<file path="src/rtl/signed_seq_divider_if.sv">
// Handshake and operand/result bundle for the signed sequential divider.
// The master side issues start with the operands and receives the results;
// the slave side is the divider itself.
interface signed_seq_divider_if #(
    parameter int WIDTH = 4
);
    logic                   start;
    logic [2*WIDTH-1:0]     dividend;
    logic [WIDTH-1:0]       divisor;
    logic                   busy;
    logic                   done;
    logic [WIDTH-1:0]       quotient;
    logic [WIDTH-1:0]       remainder;
    logic                   ovf;
    logic                   dbz;

    modport master (
        output start, dividend, divisor,
        input  busy, done, quotient, remainder, ovf, dbz
    );

    modport slave (
        input  start, dividend, divisor,
        output busy, done, quotient, remainder, ovf, dbz
    );
endinterface

</file>
<file path="src/rtl/signed_seq_divider.sv">
// Iterative signed divider: a 2*WIDTH-bit two's-complement dividend divided
// by a WIDTH-bit two's-complement divisor, giving WIDTH-bit quotient and
// remainder. Works on magnitudes with radix-2 restoring division, one
// quotient bit per clock, then applies signs in a final fix-up cycle.
// Optional macro SDIV_SAT_EN: when defined, an overflowing quotient
// saturates to the signed WIDTH-bit limit; otherwise it wraps to the low
// WIDTH bits of the true quotient.
module signed_seq_divider #(
    parameter int WIDTH = 4
) (
    input  logic                    clk,
    input  logic                    rst,
    signed_seq_divider_if.slave     bus
);

    localparam int DW = 2 * WIDTH;
    localparam int CW = $clog2(DW);

    localparam logic [1:0] ST_IDLE = 2'd0;
    localparam logic [1:0] ST_CALC = 2'd1;
    localparam logic [1:0] ST_FIX  = 2'd2;

    localparam logic [DW-1:0] POS_LIMIT = DW'((1 << (WIDTH - 1)) - 1);
    localparam logic [DW-1:0] NEG_LIMIT = DW'(1 << (WIDTH - 1));

    logic [1:0]         r_state;
    logic [CW-1:0]      r_count;
    logic [DW-1:0]      r_ddQ;
    logic [WIDTH-1:0]   r_rem;
    logic [WIDTH-1:0]   r_dvAbs;
    logic               r_signQ;
    logic               r_signR;
    logic               r_dbzPending;
    logic               r_busy;
    logic               r_done;
    logic [WIDTH-1:0]   r_quotient;
    logic [WIDTH-1:0]   r_remainder;
    logic               r_ovf;
    logic               r_dbz;

    logic [DW-1:0]      w_ddAbs;
    logic [WIDTH-1:0]   w_dvAbs;
    logic               w_accept;
    logic               w_lastIter;
    logic [WIDTH:0]     w_shift;
    logic               w_geq;
    logic [WIDTH-1:0]   w_diff;
    logic [WIDTH-1:0]   w_remNext;
    logic               w_ovf;
    logic [WIDTH-1:0]   w_qWrap;
    logic [WIDTH-1:0]   w_qFinal;
    logic [WIDTH-1:0]   w_rSigned;

    assign w_ddAbs    = bus.dividend[DW-1] ? -bus.dividend : bus.dividend;
    assign w_dvAbs    = bus.divisor[WIDTH-1] ? -bus.divisor : bus.divisor;
    assign w_accept   = (r_state == ST_IDLE) && bus.start;
    assign w_lastIter = (r_count == CW'(DW - 1));

    // The partial remainder never exceeds |divisor| <= 2^(WIDTH-1), so after
    // shifting in the next dividend bit it fits in WIDTH+1 bits, and the
    // restored or reduced value fits back into WIDTH bits.
    assign w_shift   = {r_rem, r_ddQ[DW-1]};
    assign w_geq     = (w_shift >= {1'b0, r_dvAbs});
    assign w_diff    = w_shift[WIDTH-1:0] - r_dvAbs;
    assign w_remNext = w_geq ? w_diff : w_shift[WIDTH-1:0];

    // Once all bits are processed r_ddQ holds the quotient magnitude and
    // r_rem the remainder magnitude. A negative quotient may reach
    // -2^(WIDTH-1), a positive one only 2^(WIDTH-1)-1.
    assign w_ovf     = r_signQ ? (r_ddQ > NEG_LIMIT) : (r_ddQ > POS_LIMIT);
    assign w_qWrap   = r_signQ ? -r_ddQ[WIDTH-1:0] : r_ddQ[WIDTH-1:0];
    assign w_rSigned = r_signR ? -r_rem : r_rem;

`ifdef SDIV_SAT_EN
    logic [WIDTH-1:0]   w_qSat;

    assign w_qSat   = r_signQ ? {1'b1, {(WIDTH-1){1'b0}}} : {1'b0, {(WIDTH-1){1'b1}}};
    assign w_qFinal = w_ovf ? w_qSat : w_qWrap;
`else
    assign w_qFinal = w_qWrap;
`endif

    // Sequencing: accept a request in IDLE, walk through 2*WIDTH iterations,
    // then spend one cycle fixing up signs before returning to IDLE.
    always_ff @(posedge clk) begin
        if (rst) begin
            r_state <= ST_IDLE;
            r_count <= '0;
            r_busy  <= 1'b0;
            r_done  <= 1'b0;
        end else begin
            r_done <= 1'b0;
            case (r_state)
                ST_IDLE: begin
                    if (bus.start) begin
                        r_count <= '0;
                        r_busy  <= 1'b1;
                        r_state <= ST_CALC;
                    end
                end
                ST_CALC: begin
                    r_count <= r_count + 1'b1;
                    if (w_lastIter) begin
                        r_state <= ST_FIX;
                    end
                end
                ST_FIX: begin
                    r_done  <= 1'b1;
                    r_busy  <= 1'b0;
                    r_state <= ST_IDLE;
                end
                default: begin
                    r_state <= ST_IDLE;
                end
            endcase
        end
    end

    // Operand capture on acceptance and one restoring step per CALC cycle;
    // quotient bits shift into the vacated low end of the dividend register.
    always_ff @(posedge clk) begin
        if (rst) begin
            r_ddQ        <= '0;
            r_rem        <= '0;
            r_dvAbs      <= '0;
            r_signQ      <= 1'b0;
            r_signR      <= 1'b0;
            r_dbzPending <= 1'b0;
        end else if (w_accept) begin
            r_ddQ        <= w_ddAbs;
            r_rem        <= '0;
            r_dvAbs      <= w_dvAbs;
            r_signQ      <= bus.dividend[DW-1] ^ bus.divisor[WIDTH-1];
            r_signR      <= bus.dividend[DW-1];
            r_dbzPending <= (bus.divisor == '0);
        end else if (r_state == ST_CALC) begin
            r_rem <= w_remNext;
            r_ddQ <= {r_ddQ[DW-2:0], w_geq};
        end
    end

    // Result registers update only in the fix-up cycle and otherwise hold,
    // so the last result stays visible until the next one or a reset.
    always_ff @(posedge clk) begin
        if (rst) begin
            r_quotient  <= '0;
            r_remainder <= '0;
            r_ovf       <= 1'b0;
            r_dbz       <= 1'b0;
        end else if (r_state == ST_FIX) begin
            if (r_dbzPending) begin
                r_quotient  <= '0;
                r_remainder <= '0;
                r_ovf       <= 1'b0;
                r_dbz       <= 1'b1;
            end else begin
                r_quotient  <= w_qFinal;
                r_remainder <= w_rSigned;
                r_ovf       <= w_ovf;
                r_dbz       <= 1'b0;
            end
        end
    end

    assign bus.busy      = r_busy;
    assign bus.done      = r_done;
    assign bus.quotient  = r_quotient;
    assign bus.remainder = r_remainder;
    assign bus.ovf       = r_ovf;
    assign bus.dbz       = r_dbz;

endmodule

</file>
<file path="src/flat_wrapper.sv">
// flat-port wrapper written by rule: the top's interface ports become plain ports
module signed_seq_divider_flat 
#(
    parameter int WIDTH = 4
)
  (clk, rst, bus_start, bus_dividend, bus_divisor, bus_busy, bus_done, bus_quotient, bus_remainder, bus_ovf, bus_dbz);
  signed_seq_divider_if #(.WIDTH(WIDTH)) bus_i ();
  input  logic clk;
  input  logic rst;
  input wire logic [$bits(bus_i.start)-1:0] bus_start;
  input wire logic [$bits(bus_i.dividend)-1:0] bus_dividend;
  input wire logic [$bits(bus_i.divisor)-1:0] bus_divisor;
  output wire logic [$bits(bus_i.busy)-1:0] bus_busy;
  output wire logic [$bits(bus_i.done)-1:0] bus_done;
  output wire logic [$bits(bus_i.quotient)-1:0] bus_quotient;
  output wire logic [$bits(bus_i.remainder)-1:0] bus_remainder;
  output wire logic [$bits(bus_i.ovf)-1:0] bus_ovf;
  output wire logic [$bits(bus_i.dbz)-1:0] bus_dbz;
  assign bus_i.start = bus_start;
  assign bus_i.dividend = bus_dividend;
  assign bus_i.divisor = bus_divisor;
  assign bus_busy = bus_i.busy;
  assign bus_done = bus_i.done;
  assign bus_quotient = bus_i.quotient;
  assign bus_remainder = bus_i.remainder;
  assign bus_ovf = bus_i.ovf;
  assign bus_dbz = bus_i.dbz;
  signed_seq_divider #(.WIDTH(WIDTH)) u_core (.clk(clk), .rst(rst), .bus(bus_i));
endmodule
</file>
<file path="config.mk">
export PLATFORM = sky130hd
export DESIGN_NAME = signed_seq_divider_flat
export DESIGN_NICKNAME = d
export VERILOG_FILES = /design/src/rtl/signed_seq_divider_if.sv /design/src/rtl/signed_seq_divider.sv /design/src/flat_wrapper.sv
export SDC_FILE = /design/constraint.sdc
export NUM_CORES = 1
export LEC_CHECK = 0
export BUFFER_PORTS_ARGS = -buffer_cell sky130_fd_sc_hd__buf_2
export CORE_MARGIN = 4
export CORE_UTILIZATION = 45
export CTS_CLUSTER_SIZE = 10
export DETAILED_ROUTE_END_ITERATION = 8
export HOLD_SLACK_MARGIN = 0.05
export PLACE_DENSITY_LB_ADDON = 0.08
export SLEW_MARGIN = 20
export SYNTH_ARGS = -nofsm -noshare
export SYNTH_HDL_FRONTEND = slang
export SYNTH_SLANG_ARGS = --single-unit
</file>
<file path="constraint.sdc">
create_clock -name clk -period 1.85 [get_ports clk]
set_clock_uncertainty 0.1 [all_clocks]
set_input_delay 0.185 -clock clk [delete_from_list [all_inputs] [get_ports clk]]
set_output_delay 0.185 -clock clk [all_outputs]
set_load 0.05 [all_outputs]
</file>
Word-level counts from Yosys, hierarchy flattened
Index checks and enable logic that the tools add are counted.
{ "classes": {"n_addsub": 6, "order_cmp": 3, "eq_ne": 5, "muxes": 20, "bitwise_logic": 1, "n_reduce_logical": 10} }
{ "op_table": {"columns": ["operator", "count"], "rows": [
  ["$mux 4", 6],
  ["$mux 8", 3],
  ["$neg 4->4", 3],
  ["$gt 8x3->1 const B", 1],
  ["$gt 8x4->1 const B", 1],
  ["$neg 8->8", 1],
  ["$pmux 3 s2", 1],
  ["$reduce_and 2->1", 3],
  ["$reduce_bool 2->1", 3],
  ["$ge 5x4->1", 1],
  ["$mux 1", 5],
  ["$logic_not 4->1", 1],
  ["$mux 2", 2],
  ["$pmux 2 s2", 1],
  ["$sub 4x4->4", 1],
  ["$add 3x1->3 const B", 1],
  ["$eq 3x3->1 const B", 1],
  ["$mux 3", 1],
  ["$eq 2x1->1 const B", 1],
  ["$eq 2x2->1 const B", 1],
  ["$logic_not 2->1", 1],
  ["$ne 2x1->1 const B", 1],
  ["$ne 2x2->1 const B", 1],
  ["$pmux 1 s2", 1],
  ["3 further kinds", 3]
]} }
{ "totals": {"register_bits": 36, "output_inout_bits": 12, "wordCells": 59} }

Depth between registers and ports, before layout
{ "logic_depth": {"word_depth": 3, "depth_mapped": 7} }

Least setup slack after synthesis
No wires, ideal clock.
{ "synth_path": {"kind": "register -> register", "startpoint": "register u_core.r_dvAbs[1]", "endpoint": "register u_core.r_rem[0]", "setup_ps": 117, "t_arrival_ps": 1612, "setup_slack_ps": 20, "stages_incl_launch_ff": 7, "n_path_buf": 0, "period_less_slack_ps": 1830, "path_cell_list": "dfxtp_1 -> inv_1 -> ha_1 -> nor2b_1 -> o31a_1 -> or3_1 -> a32o_1"} }
{ "synth_via": {"elab_chain_cells": 2} }
{ "synth_rtl": {"columns": ["item", "line", "text"], "rows": [
  ["start, declared", "signed_seq_divider.sv:30", "logic [WIDTH-1:0] r_dvAbs;"],
  ["start signal, assigned", "signed_seq_divider.sv:132", "r_dvAbs <= w_dvAbs;"],
  ["$ge 5x4->1", "signed_seq_divider.sv:63", "assign w_geq = (w_shift >= {1'b0, r_dvAbs});"],
  ["$mux 4", "signed_seq_divider.sv:65", "assign w_remNext = w_geq ? w_diff : w_shift[WIDTH-1:0];"],
  ["end signal, assigned", "signed_seq_divider.sv:137", "r_rem <= w_remNext;"],
  ["end, declared", "signed_seq_divider.sv:29", "logic [WIDTH-1:0] r_rem;"]
]} }
Every way passes these cells.
A chain may end at the register's enable or synchronous reset.

Worst setup path after layout
{ "layout_path": {"startpoint": "register u_core.r_dvAbs[1]", "endpoint": "register u_core.r_rem[1]"} }
{ "layout_via": {"elab_chain_cells": 2, "word_cells_on_any_way": 3, "cone_classes": "add/sub (1); order compare (1); mux (1)"} }
{ "layout_rtl": {"columns": ["item", "line"], "rows": [
  ["$sub 4x4->4 / $ge 5x4->1 (equally long branches)", "signed_seq_divider.sv:64, signed_seq_divider.sv:63"],
  ["$mux 4 *", "signed_seq_divider.sv:65"]
]} }
Every way passes the cells marked *; elsewhere a longest branch is shown, timed or not.

==> run summary <==
DRC Markers - 0
Startpoint types - register
Top cell type's share of synthesized area - 0.385
CTS root buffer - clkbuf_8
Crit-path slowest cell - dfxtp_2
Setup ws final - -0.0431 ns
Clock slew at reported path FFs - 0.07 ns
WS Path Type - reg2reg
Top area cells in the synthesized netlist - dfxtp_1, ha_1, nand2_1
Leak - 0.963 nW
Netlist Area Pre-Place - 1870 um2
First DRT Iteration DRCs - 101
Routability cong. - 0.763
H-tree depth - 2
Crit path DAT - 1.97 ns
CTS Buf Count - 5
Initial Utilization - 0.469
Dpl hpwl - 3110 um
Pre-Repair DR Iteration Count - 6
Dpl ws - -0.0242 ns
Core footprint - 4000 um2
DR WL/cell - 13.3 um
PwrDens - 897 nW/um2
CTS Sinks - 36
CP Launch Point - u_core.r_dvAbs[1]
RR Startpoint - u_core.r_dvAbs[1]
Final Cycle Share - 1.02
Post-Syn Nets - 247
Pin count of the biggest net entering global routing - 20
Clock buffer depth - 2
FP Rows - 23
Share of layout cells above drive strength 1 - 0.237
Max Clock Freq - 528 MHz
Post-synth EDFFs - 0
Hold slack - 0.0644 ns
Worst path max stage delay - 0.33 ns
Synth cell types - 49
Vias per cell - 5.11
Async SR Flop Fraction - 0
Worst slew margin relative to its limit - 0.703
DR vias - 1595
Worst ir drop on vdd - 0.000488 V
Global-route wire length before repair - 6920 um
Port bufs - 26
Initial antenna violation count - 0
Vias in the first global route - 1520
Die ar. - 5260 um2
Status - finished with violations
CTS tree - done
Synth Flop Type - dfxtp_1
Maximum fanout along the worst path - 3
Final hold viol count - 0
Final min period - 1.89 ns
Clock Latency Late Sink - 0.28 ns
Syn avg cell area - 8.48 um2
Aggregate global routing overflow - 0
Yosys warns - 0
Layout area overhead - 22.8%
Unrepaired setup endpoints after global routing - yes
Critical Path End Type - register
Overall global routing resource usage - 0.168
Min-delay worst type - in2reg
Cells after synthesis - 221
Die height - 72.5 um
Worst Hold Launch - bus_divisor[0]
Most frequent cells in the layout - dfxtp_1, nand2_1, buf_2
Largest area contributor in the netlist - dfxtp_1
Violated checks - negative setup slack
MaxCap Viol Count - 0
Final Max Tran Viols - 0
CP cell instances - inv_2 -> ha_4 -> nor2b_4 -> o31a_1 -> buf_4 -> or2_1 -> o311a_1
Detail Route Antenna Nets - 0
Commonest non-fill, non-tap cell in the layout - dfxtp_1
Nets@finish - 287
Setup violators final - 2
CP Data Required Time - 1.92 ns
Antenna cells - 0
Drt total wl - 4150 um
Worst slew pin tran - 0.445 ns
Io pins - 27
Flops & latches, synth - 36
Die Width - 72.5 um
Fin util - 0.576
Register area share after synthesis - 0.385
-- power by group --
part | switching, mW | leakage, nW | internal (mW)
logic | 0.236 | 0.603 | 0.225
registers | 0.0382 | 0.295 | 0.817
clock network | 0.273 | 0.0645 | 0.475
-- layout make-up --
class / count / area (um2)
fill: 394 / 1700
multi-input combinational: 162 / 1090
sequential: 36 / 723
timing repair buffer: 42 / 250
clock buffer: 7 / 96.3
tap: 50 / 62.6
inverter: 14 / 52.6
clock inverter: 1 / 30.0
-- metrics by stage --
step | instances | TNS, ns | total power [mW] | instance area (um2)
after floorplan | 221 | 0 | 1.14 | 1870
after global placement | 302 | 0 | 1.28 | 2130
after detailed placement | 302 | -0.0242 | 1.29 | 2130
after CTS | 310 | -0.0320 | 2.03 | 2250
after global routing | 312 | -0.308 | 2.18 | 2300
final | 312 | -0.0600 | 2.07 | 2300
-- final timing paths --
check	end	slack, ns	depth (start not counted)
worst min-delay path	u_core.r_dvAbs[0]	0.06	3
worst min register to register	u_core.bus.remainder[2]	0.34	2
worst max-delay path	u_core.r_rem[1]	-0.04	7
worst max register to register	u_core.r_rem[1]	-0.04	7
-- cell usage after synthesis, drive strengths merged, types with 3 or more instances --
| library cell | count |
|---|---|
| dfxtp | 36 |
| nand2 | 26 |
| nor2 | 25 |
| a21oi | 15 |
| o21ai | 15 |
| inv | 14 |
| ha | 10 |
| xnor2 | 8 |
| buf | 7 |
| nand2b | 5 |
| nor2b | 5 |
| o31ai | 5 |
| mux2i | 4 |
| xor2 | 4 |
| a2111oi | 3 |
| a211oi | 3 |
| nand3 | 3 |
| nor4b | 3 |
| or3 | 3 |
-- cells by family after synthesis --
| family | synth area share |
|---|---|
| AOI/OAI and AO/OA | 0.204 |
| xor gates and xnor gates | 0.0561 |
| DFF | 0.385 |
| buffers and inverters | 0.0527 |
| and+or+nand+nor | 0.204 |
| muxes | 0.0214 |
| adders and majority gates | 0.0774 |
-- metal layers --
layer  GRT usage  wire length (um)
met5           0                 0
met4      0.0553                48
met3      0.0416               167
met2       0.263              1910
met1       0.228              2020
-- critical path, delay by kind of cell, from the launching register on --
family | cells | cell delay [ns]
AOI/OAI and AO/OA | 2 | 0.61
DFF | 1 | 0.33
and+or+nand+nor | 2 | 0.33
adders and majority gates | 1 | 0.21
buffers and inverters | 2 | 0.20
-- registers in the layout, indices dropped and copies added, names as in the netlist --
| name | flops |
|---|---|
| u_core.bus.busy | 1 |
| u_core.bus.dbz | 1 |
| u_core.bus.done | 1 |
| u_core.bus.ovf | 1 |
| u_core.bus.quotient | 4 |
| u_core.bus.remainder | 4 |
| u_core.r_count | 3 |
| u_core.r_dbzPending | 1 |
| u_core.r_ddQ | 8 |
| u_core.r_dvAbs | 4 |
| u_core.r_rem | 4 |
| u_core.r_signQ | 1 |
| u_core.r_signR | 1 |
| u_core.r_state | 2 |
-- timing repair --
action | in CTS | in global routing
pin swaps | 0 | 5
resized for setup | 1 | 7
hold buffers | 0 | 0
buffers inserted | 0 | 2
setup endpoints to repair | 1 | 3
Power figures use the tool's default switching activity.
